**src/rtl/pc_sequencer_if.sv**
```systemverilog
// Handshake bundle between the fetch-control logic and the PC sequencer.
// The master drives the redirect requests; the slave returns the fetch PC state.
interface pc_sequencer_if #(
    parameter int unsigned B = 32
);
    logic         stall;
    logic         branch_taken;
    logic [B-1:0] pc_branch;
    logic         jump_reg;
    logic [B-1:0] pc_jr;
    logic         jump;
    logic [B-1:0] pc_jump;
    logic         exc_req;
    logic [B-1:0] exc_pc;
    logic         eret;
    logic [B-1:0] pc_out;
    logic [B-1:0] pc_incrementado;
    logic [B-1:0] epc;
    logic         redirect_pending;
    logic         misalign;

    modport master (
        output stall, branch_taken, pc_branch, jump_reg, pc_jr, jump, pc_jump,
               exc_req, exc_pc, eret,
        input  pc_out, pc_incrementado, epc, redirect_pending, misalign
    );

    modport slave (
        input  stall, branch_taken, pc_branch, jump_reg, pc_jr, jump, pc_jump,
               exc_req, exc_pc, eret,
        output pc_out, pc_incrementado, epc, redirect_pending, misalign
    );
endinterface

```
**src/rtl/pc_sequencer.sv**
```systemverilog
// Next-PC selection for the IF stage: exception, ERET, held redirect, branch, JR, J, sequential.
// A redirect that arrives during a stall is captured once and applied when the stall releases.
module pc_sequencer #(
    parameter int unsigned   B            = 32,
    parameter int unsigned   INC          = 4,
    parameter logic [B-1:0]  RESET_VECTOR = '0,
    parameter logic [B-1:0]  EXC_VECTOR   = B'(32'h80),
    parameter int unsigned   ALIGN_BITS   = 2
) (
    input logic            clk,
    input logic            reset,
    pc_sequencer_if.slave  bus
);

    localparam logic [B-1:0] LOW_MASK = (B'(1) << ALIGN_BITS) - B'(1);

    typedef enum logic {StRun, StHold} state_t;

    state_t       state_q;
    logic [B-1:0] pc_q;
    logic [B-1:0] epc_q;
    logic [B-1:0] pend_pc_q;
    logic         pend_mis_q;
    logic         misalign_q;

    logic         redir_vld;
    logic [B-1:0] redir_raw;
    logic [B-1:0] pc_inc;

    // Highest-priority live redirect among the stall-obeying sources below eret.
    always_comb begin
        redir_vld = 1'b1;
        redir_raw = '0;
        if (bus.branch_taken) begin
            redir_raw = bus.pc_branch;
        end else if (bus.jump_reg) begin
            redir_raw = bus.pc_jr;
        end else if (bus.jump) begin
            redir_raw = bus.pc_jump;
        end else begin
            redir_vld = 1'b0;
        end
    end

    assign pc_inc = pc_q + B'(INC);

    always_ff @(posedge clk) begin
        if (reset) begin
            state_q    <= StRun;
            pc_q       <= RESET_VECTOR;
            epc_q      <= '0;
            pend_pc_q  <= '0;
            pend_mis_q <= 1'b0;
            misalign_q <= 1'b0;
        end else begin
            misalign_q <= 1'b0;
            if (bus.exc_req) begin
                pc_q    <= EXC_VECTOR;
                epc_q   <= bus.exc_pc;
                state_q <= StRun;
            end else if (!bus.stall) begin
                state_q <= StRun;
                if (bus.eret) begin
                    pc_q       <= epc_q & ~LOW_MASK;
                    misalign_q <= |(epc_q & LOW_MASK);
                end else if (state_q == StHold) begin
                    // The older held target wins over anything live this cycle.
                    pc_q       <= pend_pc_q;
                    misalign_q <= pend_mis_q;
                end else if (redir_vld) begin
                    pc_q       <= redir_raw & ~LOW_MASK;
                    misalign_q <= |(redir_raw & LOW_MASK);
                end else begin
                    pc_q <= pc_inc;
                end
            end else if (state_q == StRun && redir_vld) begin
                pend_pc_q  <= redir_raw & ~LOW_MASK;
                pend_mis_q <= |(redir_raw & LOW_MASK);
                state_q    <= StHold;
            end
        end
    end

    assign bus.pc_out           = pc_q;
    assign bus.pc_incrementado  = pc_inc;
    assign bus.epc              = epc_q;
    assign bus.redirect_pending = (state_q == StHold);
    assign bus.misalign         = misalign_q;

endmodule

```
**src/flat_wrapper.sv**
```systemverilog
// flat-port wrapper written by rule: the top's interface ports become plain ports
module pc_sequencer_flat 
#(
    parameter int unsigned   B            = 32,
    parameter int unsigned   INC          = 4,
    parameter logic [B-1:0]  RESET_VECTOR = '0,
    parameter logic [B-1:0]  EXC_VECTOR   = B'(32'h80),
    parameter int unsigned   ALIGN_BITS   = 2
)
  (clk, reset, bus_stall, bus_branch_taken, bus_pc_branch, bus_jump_reg, bus_pc_jr, bus_jump, bus_pc_jump, bus_exc_req, bus_exc_pc, bus_eret, bus_pc_out, bus_pc_incrementado, bus_epc, bus_redirect_pending, bus_misalign);
  pc_sequencer_if #(.B(B)) bus_i ();
  input logic clk;
  input logic reset;
  input wire logic [$bits(bus_i.stall)-1:0] bus_stall;
  input wire logic [$bits(bus_i.branch_taken)-1:0] bus_branch_taken;
  input wire logic [$bits(bus_i.pc_branch)-1:0] bus_pc_branch;
  input wire logic [$bits(bus_i.jump_reg)-1:0] bus_jump_reg;
  input wire logic [$bits(bus_i.pc_jr)-1:0] bus_pc_jr;
  input wire logic [$bits(bus_i.jump)-1:0] bus_jump;
  input wire logic [$bits(bus_i.pc_jump)-1:0] bus_pc_jump;
  input wire logic [$bits(bus_i.exc_req)-1:0] bus_exc_req;
  input wire logic [$bits(bus_i.exc_pc)-1:0] bus_exc_pc;
  input wire logic [$bits(bus_i.eret)-1:0] bus_eret;
  output wire logic [$bits(bus_i.pc_out)-1:0] bus_pc_out;
  output wire logic [$bits(bus_i.pc_incrementado)-1:0] bus_pc_incrementado;
  output wire logic [$bits(bus_i.epc)-1:0] bus_epc;
  output wire logic [$bits(bus_i.redirect_pending)-1:0] bus_redirect_pending;
  output wire logic [$bits(bus_i.misalign)-1:0] bus_misalign;
  assign bus_i.stall = bus_stall;
  assign bus_i.branch_taken = bus_branch_taken;
  assign bus_i.pc_branch = bus_pc_branch;
  assign bus_i.jump_reg = bus_jump_reg;
  assign bus_i.pc_jr = bus_pc_jr;
  assign bus_i.jump = bus_jump;
  assign bus_i.pc_jump = bus_pc_jump;
  assign bus_i.exc_req = bus_exc_req;
  assign bus_i.exc_pc = bus_exc_pc;
  assign bus_i.eret = bus_eret;
  assign bus_pc_out = bus_i.pc_out;
  assign bus_pc_incrementado = bus_i.pc_incrementado;
  assign bus_epc = bus_i.epc;
  assign bus_redirect_pending = bus_i.redirect_pending;
  assign bus_misalign = bus_i.misalign;
  pc_sequencer #(.B(B), .INC(INC), .RESET_VECTOR(RESET_VECTOR), .EXC_VECTOR(EXC_VECTOR), .ALIGN_BITS(ALIGN_BITS)) u_core (.clk(clk), .reset(reset), .bus(bus_i));
endmodule
```
**config.mk**
```make
export PLATFORM = sky130hd
export DESIGN_NAME = pc_sequencer_flat
export DESIGN_NICKNAME = d
export VERILOG_FILES = /design/src/rtl/pc_sequencer_if.sv /design/src/rtl/pc_sequencer.sv /design/src/flat_wrapper.sv
export SDC_FILE = /design/constraint.sdc
export NUM_CORES = 1
export LEC_CHECK = 0
export ABC_AREA = 0
export CAP_MARGIN = 30
export CORE_MARGIN = 2
export CORE_UTILIZATION = 30
export CTS_CLUSTER_SIZE = 24
export DETAILED_ROUTE_END_ITERATION = 10
export GPL_ROUTABILITY_DRIVEN = 0
export PLACE_DENSITY = 0.59
export SETUP_SLACK_MARGIN = 0.02
export SLEW_MARGIN = 20
export SYNTH_ARGS = -nofsm -noshare
export SYNTH_HDL_FRONTEND = slang
export SYNTH_SLANG_ARGS = --single-unit
```
**constraint.sdc**
```tcl
create_clock -name clk -period 3.5 [get_ports clk]
set_clock_uncertainty 0.15 [all_clocks]
set_input_delay 0.7 -clock clk [delete_from_list [all_inputs] [get_ports clk]]
set_output_delay 0.7 -clock clk [all_outputs]
set_load 0.02 [all_outputs]
```
Word level (Yosys, flattened, before mapping):

Index checks and enable logic that the tools add are counted.

* register bits after elaboration: 97
* input bits: 136
* output and inout bits: 98
* logic and storage cells: 33

* add/subtract/negate cells: 1
* mux-type cells: 14
* bitwise operators: 3
* eq/ne operators: 1
* reduce and logical (&&, ||, !) cells: 7

Operator list (count)
* $mux 32: 6
* $add 32x3->32 const B: 1
* $mux 8: 2
* $mux 1: 6
* $reduce_or 2->1: 3
* $reduce_or 3->1: 2
* $not 1->1: 3
* $reduce_and 3->1: 1
* $ne 2x1->1 const B: 1
* $logic_and 1x1->1: 1

Depth between registers and ports, before layout:

Gate-level depths: netlist of run 1.

* depth after elaboration: 8
* mapped depth: 8
* depth with buffers taken out: 6

Worst setup path before layout of run 1:

OpenSTA, ideal clock, no wires.

* path kind: reg-to-output
* from: reg u_core.pc_q[2], in the netlist u_core.bus.pc_out[2]
* to: out bus_pc_incrementado[28]
* slack: 0.319 ns
* buffers on the path: 1
* cell stages (with the launch flop): 7
* data arrival time: 2.331 ns
* data required time: 2.650 ns
* cells stage by stage: dfxtp_1 > ha_1 > nand4_1 > or4_4 > buf_6 > nor4_4 > xor2_1

* cells in the longest elaborated chain, start to end: 1

Ends and longest elaborated chain
* from (decl): RTL line pc_sequencer.sv:20 `logic [B-1:0] pc_q;`
* from (signal assigned): RTL line pc_sequencer.sv:64 `pc_q <= epc_q & ~LOW_MASK;`
* from (signal assigned): RTL line pc_sequencer.sv:68 `pc_q <= pend_pc_q;`
* from (signal assigned): RTL line pc_sequencer.sv:71 `pc_q <= redir_raw & ~LOW_MASK;`
* $add 32x3->32: RTL line pc_sequencer.sv:45 `assign pc_inc = pc_q + B'(INC);`
* to (decl): RTL line flat_wrapper.sv:25 `output wire logic [$bits(bus_i.pc_incrementado)-1:0] bus_pc_incrementado;`

No other way between the ends.

Worst setup path in the final report of run 1:

* from: reg u_core.pc_q[2], in the netlist u_core.bus.pc_out[2]
* to: out bus_pc_incrementado[16]

Same word-level chain as after synthesis.

==> results of run 1 <==
[per-stage QoR]
step	hold slack (ns)	std cells	instance area, um^2	setup slack, ns	total power [mW]
after floorplan	0.282	704	5570	0.319	1.53
after global placement	0.292	1146	8270	0.196	1.90
after detailed placement	0.297	1146	8270	0.154	1.90
after CTS	0.306	1162	8610	0.0440	3.01
after global routing	0.323	1162	8610	0.0247	3.11
final	0.306	1162	8610	0.118	3.00
[worst paths after layout]
check / from / endpoint / slack, ns / cells past startpoint
worst min-delay path: u_core.pend_pc_q[15]$_SDFFE_PP0P_ / u_core.pend_pc_q[15]$_SDFFE_PP0P_ / 0.31 / 2
worst max register to register: u_core.bus.redirect_pending$_SDFFE_PP0P_ / u_core.pend_pc_q[19]$_SDFFE_PP0P_ / 1.12 / 4
worst min register to register: u_core.pend_pc_q[15]$_SDFFE_PP0P_ / u_core.pend_pc_q[15]$_SDFFE_PP0P_ / 0.31 / 2
worst max-delay path: u_core.bus.pc_out[2]$_SDFFE_PP0N_ / bus_pc_incrementado[16] / 0.12 / 6
[power by group through the flow]
stage	Clock, mW	Sequential, mW	Combinational, mW
2_1_floorplan	0	1.26	0.269
3_5_place_dp	0	1.23	0.670
6_report	1.12	1.21	0.667
3_3_place_gp	0	1.23	0.667
4_1_cts	1.14	1.21	0.670
5_1_grt	1.18	1.22	0.718
[layout make-up]
cell class	count	area, um^2	share of cell area
multi-input cells	537	3360	0.390
repair buffers	275	2660	0.309
flip-flops and latches	97	1940	0.226
well taps	229	287	0.0333
clock buffers	12	256	0.0298
clock inverters	4	75.1	0.00872
inverters	8	30.0	0.00349
[placed cells by master, fill, tap and decap left out, types with 17 or more instances in the layout]
cell	instances
sky130_fd_sc_hd__a21oi_1	64
sky130_fd_sc_hd__buf_4	39
sky130_fd_sc_hd__clkdlybuf4s50_1	218
sky130_fd_sc_hd__dfxtp_1	95
sky130_fd_sc_hd__mux2i_1	32
sky130_fd_sc_hd__nand2_1	78
sky130_fd_sc_hd__nand3_1	20
sky130_fd_sc_hd__nor2_1	61
sky130_fd_sc_hd__nor2b_1	17
sky130_fd_sc_hd__nor3_1	24
sky130_fd_sc_hd__o21ai_0	32
sky130_fd_sc_hd__o31ai_1	24
[metal layers]
metal | global-route usage | vias up | part of all wire
li1 | - | 3027 | -
met3 | 0.0441 | 26 | 0.068
met4 | 0.0675 | 0 | 0.020
met1 | 0.303 | 2875 | 0.46
met2 | 0.340 | 239 | 0.45
met5 | 0 | - | 0
[worst max-delay path, cell delays in order, from the launching register on]
cell	delay, ns
sky130_fd_sc_hd__dfxtp_1	0.33
sky130_fd_sc_hd__ha_1	0.17
sky130_fd_sc_hd__nand4_1	0.19
sky130_fd_sc_hd__buf_4	0.21
sky130_fd_sc_hd__nor4_1	0.28
sky130_fd_sc_hd__xor2_1	0.30
sky130_fd_sc_hd__clkdlybuf4s50_1	0.69
[kinds of logic after synthesis]
| logic type | after synthesis | share of synthesized area |
|---|---|---|
| compound gates | 208 | 0.250 |
| xor+xnor | 26 | 0.0409 |
| fa+ha+maj | 1 | 0.00225 |
| buf+inv | 70 | 0.0523 |
| flops | 97 | 0.349 |
| mux | 32 | 0.0575 |
| simple gates | 270 | 0.248 |
[flip-flops by register name (all words and copies together), names as in the netlist]
signal                       flops
u_core.bus.epc                  32
u_core.bus.pc_out               32
u_core.pend_pc_q                30
u_core.bus.misalign              1
u_core.bus.redirect_pending      1
u_core.pend_mis_q                1
[what timing repair did]
action | CTS | global route
setup endpoints to repair | 8 | 7
pin swaps | 0 | 1
hold endpoints to repair | 0 | 0
hold buffers | 0 | 0
gates resized for setup | 10 | 7
cloned | 0 | 0
==> out/qor_table.md, run 1 <==
| Step | Quantity | This run |
|:---|:---|:---|
| grt | Total congestion overflow after global routing | 0 |
| grt | Pin count of the biggest net entering global routing | 49 |
| sta | Unrepaired setup endpoints after global routing | false |
| synthesis | Post-synthesis cell count | 704 |
| sta | Number of endpoints with negative hold slack in the final report | 0 |
| floorplan | Die height | 140 um |
| clock network | Buffer depth of the longest clock path | 2 |
| floorplan | Area of the die | 19,700 um^2 |
| sta | Headroom to the max-slew limit | 0.465 |
| synthesis | Area share of the leading cell type in the synthesized netlist | 0.349 |
| sta | Period utilization | 0.966 |
| synthesis | Average cell area after synthesis | 7.91 um^2 |
| place | HPWL after detailed placement | 16,400 um |
| power | Power per standard cell area | 348 nW/um^2 |
| route | Average wire length per cell after detail routing | 18.7 um |
| cells and area | P&R area growth vs syn | 54.7% |
| worst setup path | Crit Path Max Fanout | 4 |
| clock network | Post-CTS clock slew at the launch and capture registers of the worst setup and hold paths | 0.07 ns |
| power | Combinational share of power | 0.223 |
| power | Net switching component of the power | 0.837 mW |
| status | Outcome | finished clean |
| place | Port Buffer Count | 233 |
| route | Drt via density | 5.31 |
| grt | Vias in the first global route | 5,777 |
| cells and area | Final #Nets | 1,065 |
| power | Portion of total power attributed to sequential cells | 0.403 |
| synthesis | Number of distinct library cells after synthesis | 57 |
| worst setup path | Crit start category | register |
| synthesis | Leading cell types by count after synthesis | sky130_fd_sc_hd__dfxtp_1, sky130_fd_sc_hd__nand2_1, sky130_fd_sc_hd__a21oi_1 |
| worst setup path | Kind of critical path | reg2out |
| sta | Actual transition at the worst max-transition pin | 0.802 ns |
| cells and area | Total of fill cells in the finished design | 1,785 |
| synthesis | Cell area after synthesis | 5570 um^2 |
| route | DRT Pass-1 Iters | 6 |
| synthesis | Most used flip-flop cell after synthesis | sky130_fd_sc_hd__dfxtp_1 |
| synthesis | EDFF count, synth | 0 |
| route | Residual antenna-violating net count after detailed routing | 0 |
| floorplan | Core region area | 18,100 um^2 |
| floorplan | Die width | 140 um |
| cells and area | Fraction of layout instances using a drive strength above 1 | 0.0890 |
| clock network | Total clock sinks | 97 |
| synthesis | Cell with the most instances after synthesis | sky130_fd_sc_hd__dfxtp_1 |
| clock network | H-tree levels | 3 |
| sta | Sum Neg Setup Slack | 0 ns |
| power | Leak pwr | 3.32 nW |
| sta | Crit path time final | 3.38 ns |
| route | Final Routed Wirelength | 21,800 um |
| hold path | Type of the worst min-delay path | reg2reg |
| clock network | Root buffer cell | sky130_fd_sc_hd__clkbuf_16 |
| power | Peak ir drop on the vdd network | 0.000205 V |
| route | Iter 0 DRT Violations | 365 |
| worst setup path | Critical Path AT | 2.53 ns |
| sta | Peak Freq | 0.296 GHz |
| power | Clk network pwr share | 0.374 |
| floorplan | Row count | 49 |
| clock network | Post-CTS Repair Setup Buffers | 0 |
| synthesis | Cell taking the most area after synthesis | sky130_fd_sc_hd__dfxtp_1 |
| cells and area | Final core utilization | 0.476 |
| flow run | Max-cap violations | 0 |
| grt | Global-route wire length before repair | 33,500 um |
| synthesis | YS warnings | 0 |
| floorplan | Number of ports placed on the die boundary | 234 |
| clock network | Number of buffers added by the clock tree synthesis step | 9 |
| clock network | Clock insertion delay at the later pin of the skew report | 0.36 ns |
| sta | Final number of max-transition violations | 0 |
| floorplan | Effective utilization at floorplan | 0.308 |
| worst setup path | Data required time at the worst endpoint | 2.65 ns |
| clock network | TritonCTS clock tree | yes |
| synthesis | Ys async rst share | 0 |
| synthesis | Post-synthesis sequential area ratio | 0.349 |
| cells and area | Number of antenna cells inserted | 0 |
| synthesis | Cells taking the most area after synthesis | sky130_fd_sc_hd__dfxtp_1, sky130_fd_sc_hd__a21oi_1, sky130_fd_sc_hd__mux2i_1 |
| grt | Number of antenna violations at the first check in global routing | 0 |
| route | Routed vias | 6,167 |
| grt | Total routing resource utilization after global routing | 0.218 |
| worst setup path | Category of the worst setup path capture point | primary output |
| power | Switching part of the total | 0.279 |
| power | Cell Int Power | 2.16 mW |
| synthesis | Synth Register Bits | 97 |
| sta | Final Setup Violations | 0 |
| synthesis | Synthesized netlist net count | 841 |
| route | Detailed-route DRC error count | 0 |
Note: power is estimated with default switching activity, not from simulation.
==> inputs of run 2 (changes only) <==
--- a/config.mk
+++ b/config.mk
@@ -9,7 +9,7 @@
 export CAP_MARGIN = 30
 export CORE_MARGIN = 2
 export CORE_UTILIZATION = 30
-export CTS_CLUSTER_SIZE = 24
+export CTS_CLUSTER_SIZE = 12
 export DETAILED_ROUTE_END_ITERATION = 10
 export GPL_ROUTABILITY_DRIVEN = 0
 export PLACE_DENSITY = 0.59
==> constraint.sdc (replaced) <==
create_clock -name clk -period 3.5 [get_ports clk]
set_clock_uncertainty 0.15 [all_clocks]
set_input_delay 0.7 -clock clk [delete_from_list [all_inputs] [get_ports clk]]
set_output_delay 0.7 -clock clk [all_outputs]
set_load 0.005 [all_outputs]
==> run 2 against run 1 <==
Against the previous run:
- setup slack got worse by 0.013 ns
- sequential power barely moved
- die area did not move
- global-route usage fell by 0.068 points
- critical path depth rose by 1
- cell count fell by 0.26%
- sequential share of layout area rose by 0.13 points
- register-to-register slack improved by 0.06 ns
- first-iteration DRC count rose by 19%
- core utilization fell by 0.21 points
- largest cell class unchanged
==> out/qor_table.md, run 2 (synthesis gave the netlist of run 1 again) <==
| Step | Quantity | This run | vs previous |
|:---|:---|:---|:---|
| clock network | Buffer depth of the longest clock path | 2 | unchanged |
| power | Peak ir drop on the vdd network | 0.000201 V | -1.7% |
| cells and area | Fraction of layout instances using a drive strength above 1 | 0.0903 | +0.00136 |
| grt | Global-route wire length before repair | 33,300 um | -0.72% |
| floorplan | Row count | 49 | unchanged |
| route | DRT Pass-1 Iters | 8 | +2 |
| worst setup path | Cells along the critical path | nand3_1 -> buf_4 -> nor4_1 -> buf_4 -> nand4_1 -> xnor2_1 -> clkdlybuf4s50_1 |  |
| grt | Total congestion overflow after global routing | 0 | unchanged |
| sta | Crit path time final | 3.39 ns | +0.0130 ns |
| route | Drt via density | 5.34 | +0.68% |
| clock network | Clock insertion delay at the later pin of the skew report | 0.36 ns | about the same |
| floorplan | Core region area | 18,100 um^2 | unchanged |
| worst setup path | Worst reg2reg path depth | 4 | unchanged |
| cells and area | Final core utilization | 0.474 | -0.00208 |
| sta | Headroom to the max-slew limit | 0.471 | +0.00531 |
| clock network | TritonCTS clock tree | yes |  |
| worst setup path | Launching point of the worst reg2reg path | u_core.bus.redirect_pending$_SDFFE_PP0P_ |  |
| clock network | Total clock sinks | 97 | unchanged |
| sta | Unrepaired setup endpoints after global routing | true |  |
| worst setup path | Category of the worst setup path capture point | primary output |  |
| cells and area | Most common cell after layout, fill and taps aside | sky130_fd_sc_hd__clkdlybuf4s50_1 |  |
| sta | Actual transition at the worst max-transition pin | 0.794 ns | -0.00796 ns |
| grt | Vias in the first global route | 5,751 | -0.45% |
| route | Iter 0 DRT Violations | 434 | +19% |
| worst setup path | CP max stage cell | sky130_fd_sc_hd__clkdlybuf4s50_1 |  |
| hold path | Type of the worst min-delay path | reg2reg |  |
| worst setup path | Critical path's top delay family | buffers and inverters |  |
| route | Amount of wire on met3 after detailed routing | 1380 um | -7.6% |
| clock network | Number of buffers added by the clock tree synthesis step | 9 | unchanged |
| power | Power per standard cell area | 333 nW/um^2 | -4.5% |
| cells and area | Final #Nets | 1,063 | -0.19% |
| route | Detailed-route DRC error count | 0 | unchanged |
| sta | Sum Neg Setup Slack | 0 ns | unchanged |
| sta | Number of endpoints with negative hold slack in the final report | 0 | unchanged |
| floorplan | Effective utilization at floorplan | 0.308 | unchanged |
| worst setup path | Levels on crit path | 7 | +1 |
| sta | Final-layout worst hold slack | 0.304 ns | -0.00210 ns |
| sta | Peak Freq | 0.295 GHz | -0.38% |
| cells and area | P&R area growth vs syn | 54.0% |  |
| worst setup path | Data required time at the worst endpoint | 2.65 ns | about the same |
| status | Outcome | finished clean |  |
| place | HPWL after detailed placement | 16,500 um | +0.51% |
| power | Leak pwr | 3.25 nW | -2.2% |
| cells and area | Total of fill cells in the finished design | 1,773 | -0.67% |
| floorplan | Die height | 140 um | unchanged |
| sta | Period utilization | 0.970 | +0.00372 |
| route | Met2 wirelength from detailed routing | 9760 um | -0.63% |
| worst setup path | Critical Path AT | 2.54 ns | about the same |
| clock network | Root buffer cell | sky130_fd_sc_hd__clkbuf_16 |  |
| floorplan | Die width | 140 um | unchanged |
| worst setup path | CP most frequent cell | sky130_fd_sc_hd__buf_4 |  |
| worst setup path | Crit start category | register |  |
| route | Routed vias | 6,193 | +0.42% |
| floorplan | Area of the die | 19,700 um^2 | unchanged |
| route | Average wire length per cell after detail routing | 18.8 um | +0.40% |
| worst setup path | Endpoint of the most critical register-to-register path | u_core.pend_pc_q[19]$_SDFFE_PP0P_ |  |
| grt | Number of antenna violations at the first check in global routing | 0 | unchanged |
| grt | Pin count of the biggest net entering global routing | 49 | unchanged |
| worst setup path | Crit Path Max Fanout | 7 | +3 |
| power | Overall power consumption | 2.85 mW | -4.9% |
| clock network | Number of buffers added to fix hold violations after cts | 0 | unchanged |
| route | Final Routed Wirelength | 21,800 um | +0.14% |
| sta | Final number of max-transition violations | 0 | unchanged |
| route | Residual antenna-violating net count after detailed routing | 0 | unchanged |
| clock network | Post-CTS clock slew at the launch and capture registers of the worst setup and hold paths | 0.06 ns | about the same |
| floorplan | Number of ports placed on the die boundary | 234 | unchanged |
| route | Top Metal Used | met4 |  |
| cells and area | Number of antenna cells inserted | 0 | unchanged |
| hold path | Number of cells on the worst hold path | 2 | unchanged |
| sta | Final Setup Violations | 0 | unchanged |
| worst setup path | Biggest cell delay along the critical path | 0.53 ns | -0.16 ns |
| hold path | Start point of the worst min-delay path | u_core.pend_pc_q[14]$_SDFFE_PP0P_ |  |
| route | Sum of routed wire segments on met1 | 10,300 um | +2.4% |
| worst setup path | Kind of critical path | reg2out |  |
| cells and area | Multi-input gate area in the final layout | 3370 um^2 | +0.48% |
| worst setup path | Setup slack of the worst register-to-register path | 1.18 ns | +0.06 ns |
| place | Dpl cells | 1,142 | -0.35% |
| cells and area | Post-route insts no fill | 1,159 | -0.26% |
| cells and area | Sequential cell area | 1950 um^2 | +0.13% |
| cells and area | Commonest non-fill, non-tap cells in the layout | sky130_fd_sc_hd__clkdlybuf4s50_1, sky130_fd_sc_hd__dfxtp_1, sky130_fd_sc_hd__nand2_1 |  |
| clock network | H-tree levels | 3 | unchanged |
| hold path | Hold EP | u_core.pend_pc_q[14]$_SDFFE_PP0P_ |  |
| worst setup path | Bufs and invs on worst path | 3 | +1 |
| place | Port Buffer Count | 233 | unchanged |
| flow run | Max-cap violations | 0 | unchanged |
| grt | Total routing resource utilization after global routing | 0.217 | -0.000682 |
==> run 2: cell types whose count changed in the layout (fill, tap and decap cells not counted), sizes merged, moves of 2 or more <==
cell	before	now
clkdlybuf4s50	218	227
dlygate4sd2	5	0
dlymetal6s2s	4	2
buf	46	44
clkinvlp	2	0
clkinv	0	2
==> run 2: final cells by class <==
type / instances / share of cell area
clock buffer: 12 / 0.0299
tap: 229 / 0.0334
timing repair buffer: 273 / 0.308
sequential: 97 / 0.227
clock inverter: 3 / 0.00467
multi-input combinational: 537 / 0.393
inverter: 8 / 0.00350
==> run 2: where the power goes <==
group	internal [mW]	switching, mW	total [mW]
sequential	1.16	0.0523	1.21
combinational	0.338	0.274	0.612
clock	0.588	0.443	1.03
==> run 2: worst min-delay path, delay by kind of cell, from the launching register on <==
kind            cells  cell delay, ns
compound gates      1            0.05
flops               1            0.31
simple gates        1            0.05
==> run 2: metrics by stage <==
stage / setup slack (ns) / cell area (um^2)
after global placement: 0.243 / 8230
final: 0.105 / 8580
after global routing: -0.0600 / 8580
after detailed placement: 0.257 / 8230
after CTS: -0.00882 / 8530
after floorplan: 0.653 / 5570
==> run 2: what timing repair did <==
item                                    4_1_cts  5_1_grt
pin swaps                                     2        3
setup buffers                                 1        1
gates resized for setup                       0       11
endpoints found under the setup margin        4       11
==> run 2: worst max path at each step <==
stage,start,endpoint,slack [ns]
6_report,u_core.bus.pc_out[6]$_SDFFE_PP0N_,bus_pc_incrementado[29],0.11
2_1_floorplan,u_core.bus.pc_out[2]$_SDFFE_PP0N_,bus_pc_incrementado[28],0.65
4_1_cts,u_core.bus.pc_out[3]$_SDFFE_PP0N_,bus_pc_incrementado[26],-0.009
3_3_place_gp,u_core.bus.pc_out[2]$_SDFFE_PP0N_,bus_pc_incrementado[28],0.24
3_5_place_dp,u_core.bus.pc_out[3]$_SDFFE_PP0N_,bus_pc_incrementado[28],0.26
5_1_grt,u_core.bus.pc_out[19]$_SDFFE_PP0N_,bus_pc_incrementado[26],-0.06
==> run 2: layer usage <==
metal | global-route usage | up-vias
li1 | - | 3028
met1 | 0.312 | 2891
met2 | 0.337 | 251
met3 | 0.0311 | 23
met4 | 0.0659 | 0
met5 | 0 | -
==> inputs of run 3 (changes only) <==
--- a/config.mk
+++ b/config.mk
@@ -11,8 +11,9 @@
 export CORE_UTILIZATION = 30
 export CTS_CLUSTER_SIZE = 12
 export DETAILED_ROUTE_END_ITERATION = 10
+export DONT_BUFFER_PORTS = 1
 export GPL_ROUTABILITY_DRIVEN = 0
-export PLACE_DENSITY = 0.59
+export PLACE_DENSITY = 0.43
 export SETUP_SLACK_MARGIN = 0.02
 export SLEW_MARGIN = 20
 export SYNTH_ARGS = -nofsm -noshare
==> run 3 against run 2 <==
Against the previous run:
- fmax increased by 4.7%
- combinational power decreased by 51%
- largest power group unchanged
- non-clock buffer count decreased by 256
- setup slack gained 0.15 ns
==> out/qor_table.md, run 3 (synthesis gave the netlist of run 1 again) <==
| Step | Quantity | This run | vs previous |
|:---|:---|:---|:---|
| floorplan | Row count | 49 | unchanged |
| sta | Final Setup Violations | 0 | unchanged |
| route | Average wire length per cell after detail routing | 23.1 um | +23% |
| worst setup path | Kind of critical path | reg2out |  |
| clock network | Post-CTS clock slew at the launch and capture registers of the worst setup and hold paths | 0.07 ns | about the same |
| sta | Sum Neg Setup Slack | 0 ns | unchanged |
| worst setup path | Critical Path AT | 2.39 ns | -0.15 ns |
| sta | Headroom to the max-slew limit | 0.478 | +0.00764 |
| sta | Peak Freq | 0.308 GHz | +4.7% |
| sta | Actual transition at the worst max-transition pin | 0.776 ns | -0.0181 ns |
| worst setup path | Critical path's top delay family | simple AND/OR/NAND/NOR gates |  |
| clock network | Root buffer cell | sky130_fd_sc_hd__clkbuf_16 |  |
| flow run | Max-cap violations | 0 | unchanged |
| route | Routed vias | 5,307 | -14% |
| route | Residual antenna-violating net count after detailed routing | 0 | unchanged |
| grt | Total congestion overflow after global routing | 0 | unchanged |
| grt | Vias in the first global route | 5,080 | -12% |
| worst setup path | Source of the critical timing path | u_core.bus.pc_out[2]$_SDFFE_PP0N_ |  |
| status | Outcome | finished clean |  |
| cells and area | Most common cell after layout, fill and taps aside | sky130_fd_sc_hd__dfxtp_1 |  |
| clock network | TritonCTS clock tree | yes |  |
| place | Port Buffer Count | 0 | -100% |
| clock network | Number of buffers added by the clock tree synthesis step | 9 | unchanged |
| route | DRT Pass-1 Iters | 5 | -3 |
| floorplan | Effective utilization at floorplan | 0.308 | unchanged |
| cells and area | Commonest non-fill, non-tap cells in the layout | sky130_fd_sc_hd__dfxtp_1, sky130_fd_sc_hd__nand2_1, sky130_fd_sc_hd__a21oi_1 |  |
| clock network | Number of buffers added to fix hold violations after cts | 0 | unchanged |
| sta | Final number of max-transition violations | 0 | unchanged |
| power | Peak ir drop on the vdd network | 0.000209 V | +3.6% |
| clock network | Total clock sinks | 97 | unchanged |
| cells and area | Multi-input gate area in the final layout | 3350 um^2 | -0.74% |
| floorplan | Number of ports placed on the die boundary | 234 | unchanged |
| route | Drt via density | 5.86 | +9.7% |
| sta | Crit path time final | 3.24 ns | -0.151 ns |
| cells and area | P&R area growth vs syn | 9.53% |  |
| clock network | Buffer depth of the longest clock path | 2 | unchanged |
| cells and area | Sequential cell area | 1940 um^2 | -0.19% |
| place | HPWL after detailed placement | 15,300 um | -7.2% |
| sta | Unrepaired setup endpoints after global routing | false |  |
| hold path | Hold EP | u_core.bus.epc[17]$_SDFFE_PP0P_ |  |
| route | Detailed-route DRC error count | 0 | unchanged |
| worst setup path | Biggest cell delay along the critical path | 0.58 ns | +0.05 ns |
| worst setup path | CP max stage cell | sky130_fd_sc_hd__or4_4 |  |
| route | Iter 0 DRT Violations | 395 | -9.0% |
| grt | Number of antenna violations at the first check in global routing | 1 | +1 |
| worst setup path | Cells along the critical path | ha_1 -> nand4_1 -> buf_4 -> or4_4 -> nor4_4 -> xor2_1 |  |
| floorplan | Die width | 140 um | unchanged |
| floorplan | Area of the die | 19,700 um^2 | unchanged |
| worst setup path | Data required time at the worst endpoint | 2.65 ns | about the same |
| worst setup path | Category of the worst setup path capture point | primary output |  |
| worst setup path | Crit start category | register |  |
| cells and area | Total of fill cells in the finished design | 1,922 | +8.4% |
| cells and area | Final #Nets | 807 | -24% |
| worst setup path | Setup slack of the worst register-to-register path | 1.04 ns | -0.14 ns |
| worst setup path | Worst reg2reg path depth | 5 | +1 |
| hold path | Number of cells on the worst hold path | 1 | -1 |
| worst setup path | Bufs and invs on worst path | 1 | -2 |
| clock network | Clock insertion delay at the later pin of the skew report | 0.35 ns | about the same |
| clock network | Cts repair resizes | 0 | unchanged |
| clock network | H-tree levels | 3 | unchanged |
| worst setup path | Launching point of the worst reg2reg path | u_core.bus.pc_out[4]$_SDFFE_PP0N_ |  |
| grt | Total routing resource utilization after global routing | 0.210 | -0.00749 |
| cells and area | Final core utilization | 0.337 | -0.137 |
| cells and area | Fraction of layout instances using a drive strength above 1 | 0.0770 | -0.0133 |
| power | Power per standard cell area | 447 nW/um^2 | +34% |
| hold path | Start point of the worst min-delay path | reset |  |
| sta | Period utilization | 0.927 | -0.0432 |
| sta | Number of endpoints with negative hold slack in the final report | 0 | unchanged |
| grt | Global-route wire length before repair | 31,500 um | -5.3% |
| floorplan | Core region area | 18,100 um^2 | unchanged |
| grt | Pin count of the biggest net entering global routing | 71 | +45% |
| route | Final Routed Wirelength | 20,900 um | -4.0% |
| power | Leak pwr | 2.22 nW | -32% |
| worst setup path | Endpoint of the most critical register-to-register path | u_core.bus.pc_out[29]$_SDFFE_PP0N_ |  |
| hold path | Type of the worst min-delay path | in2reg |  |
| clock network | Post-CTS Repair Setup Buffers | 0 | -1 |
| floorplan | Die height | 140 um | unchanged |
| worst setup path | Crit Path Max Fanout | 6 | -1 |
run 3: cell count changes in the layout (fill, tap and decap cells not counted), sizes merged:
cell	previous run	this run
clkbuf	12	9
dlymetal6s2s	2	0
bufinv	1	3
clkdlybuf4s50	227	0
diode	0	1
inv	8	11
clkinvlp	0	1
buf	44	17
clkinv	2	0
run 3: area by class of cell:
type	count	share of cell area
multi-input combinational	537	0.549
sequential	97	0.319
tap	229	0.0470
clock buffer	9	0.0369
timing repair buffer	17	0.0230
clock inverter	7	0.0203
inverter	8	0.00492
antenna	1	0.000410
run 3: power by group:
part | total [mW] | internal [mW] | switching [mW]
Combinational | 0.300 | 0.121 | 0.179
Sequential | 1.22 | 1.16 | 0.0622
Clock | 1.21 | 0.708 | 0.498
Total | 2.72 | 1.98 | 0.740
run 3: per-stage QoR:
| stage | worst slack (ns) | hold WS [ns] | std cells | cell area [um^2] | power, mW |
|---|---|---|---|---|---|
| global placement | 0.545 | 0.285 | 887 | 5740 | 1.54 |
| detailed placement | 0.521 | 0.289 | 887 | 5740 | 1.54 |
| global route | 0.119 | 0.250 | 904 | 6100 | 2.83 |
| floorplan | 0.653 | 0.282 | 704 | 5570 | 1.48 |
| CTS | 0.132 | 0.254 | 903 | 6090 | 2.74 |
| finish | 0.256 | 0.260 | 905 | 6100 | 2.72 |
run 3: worst max path at each step:
stage,slack [ns],cells past startpoint,to
floorplan,0.65,6,bus_pc_incrementado[28]
global placement,0.54,5,bus_pc_incrementado[28]
detailed placement,0.52,5,bus_pc_incrementado[28]
CTS,0.13,5,bus_pc_incrementado[28]
global route,0.12,6,bus_pc_incrementado[28]
finish,0.26,6,bus_pc_incrementado[28]
run 3: layer usage:
layer / up-vias / GRT usage / part of all wire
met1: 2495 / 0.303 / 0.48
met4: 0 / 0.0452 / 0.011
met5: - / 0 / 0
li1: 2520 / - / -
met2: 270 / 0.313 / 0.42
met3: 22 / 0.0540 / 0.085
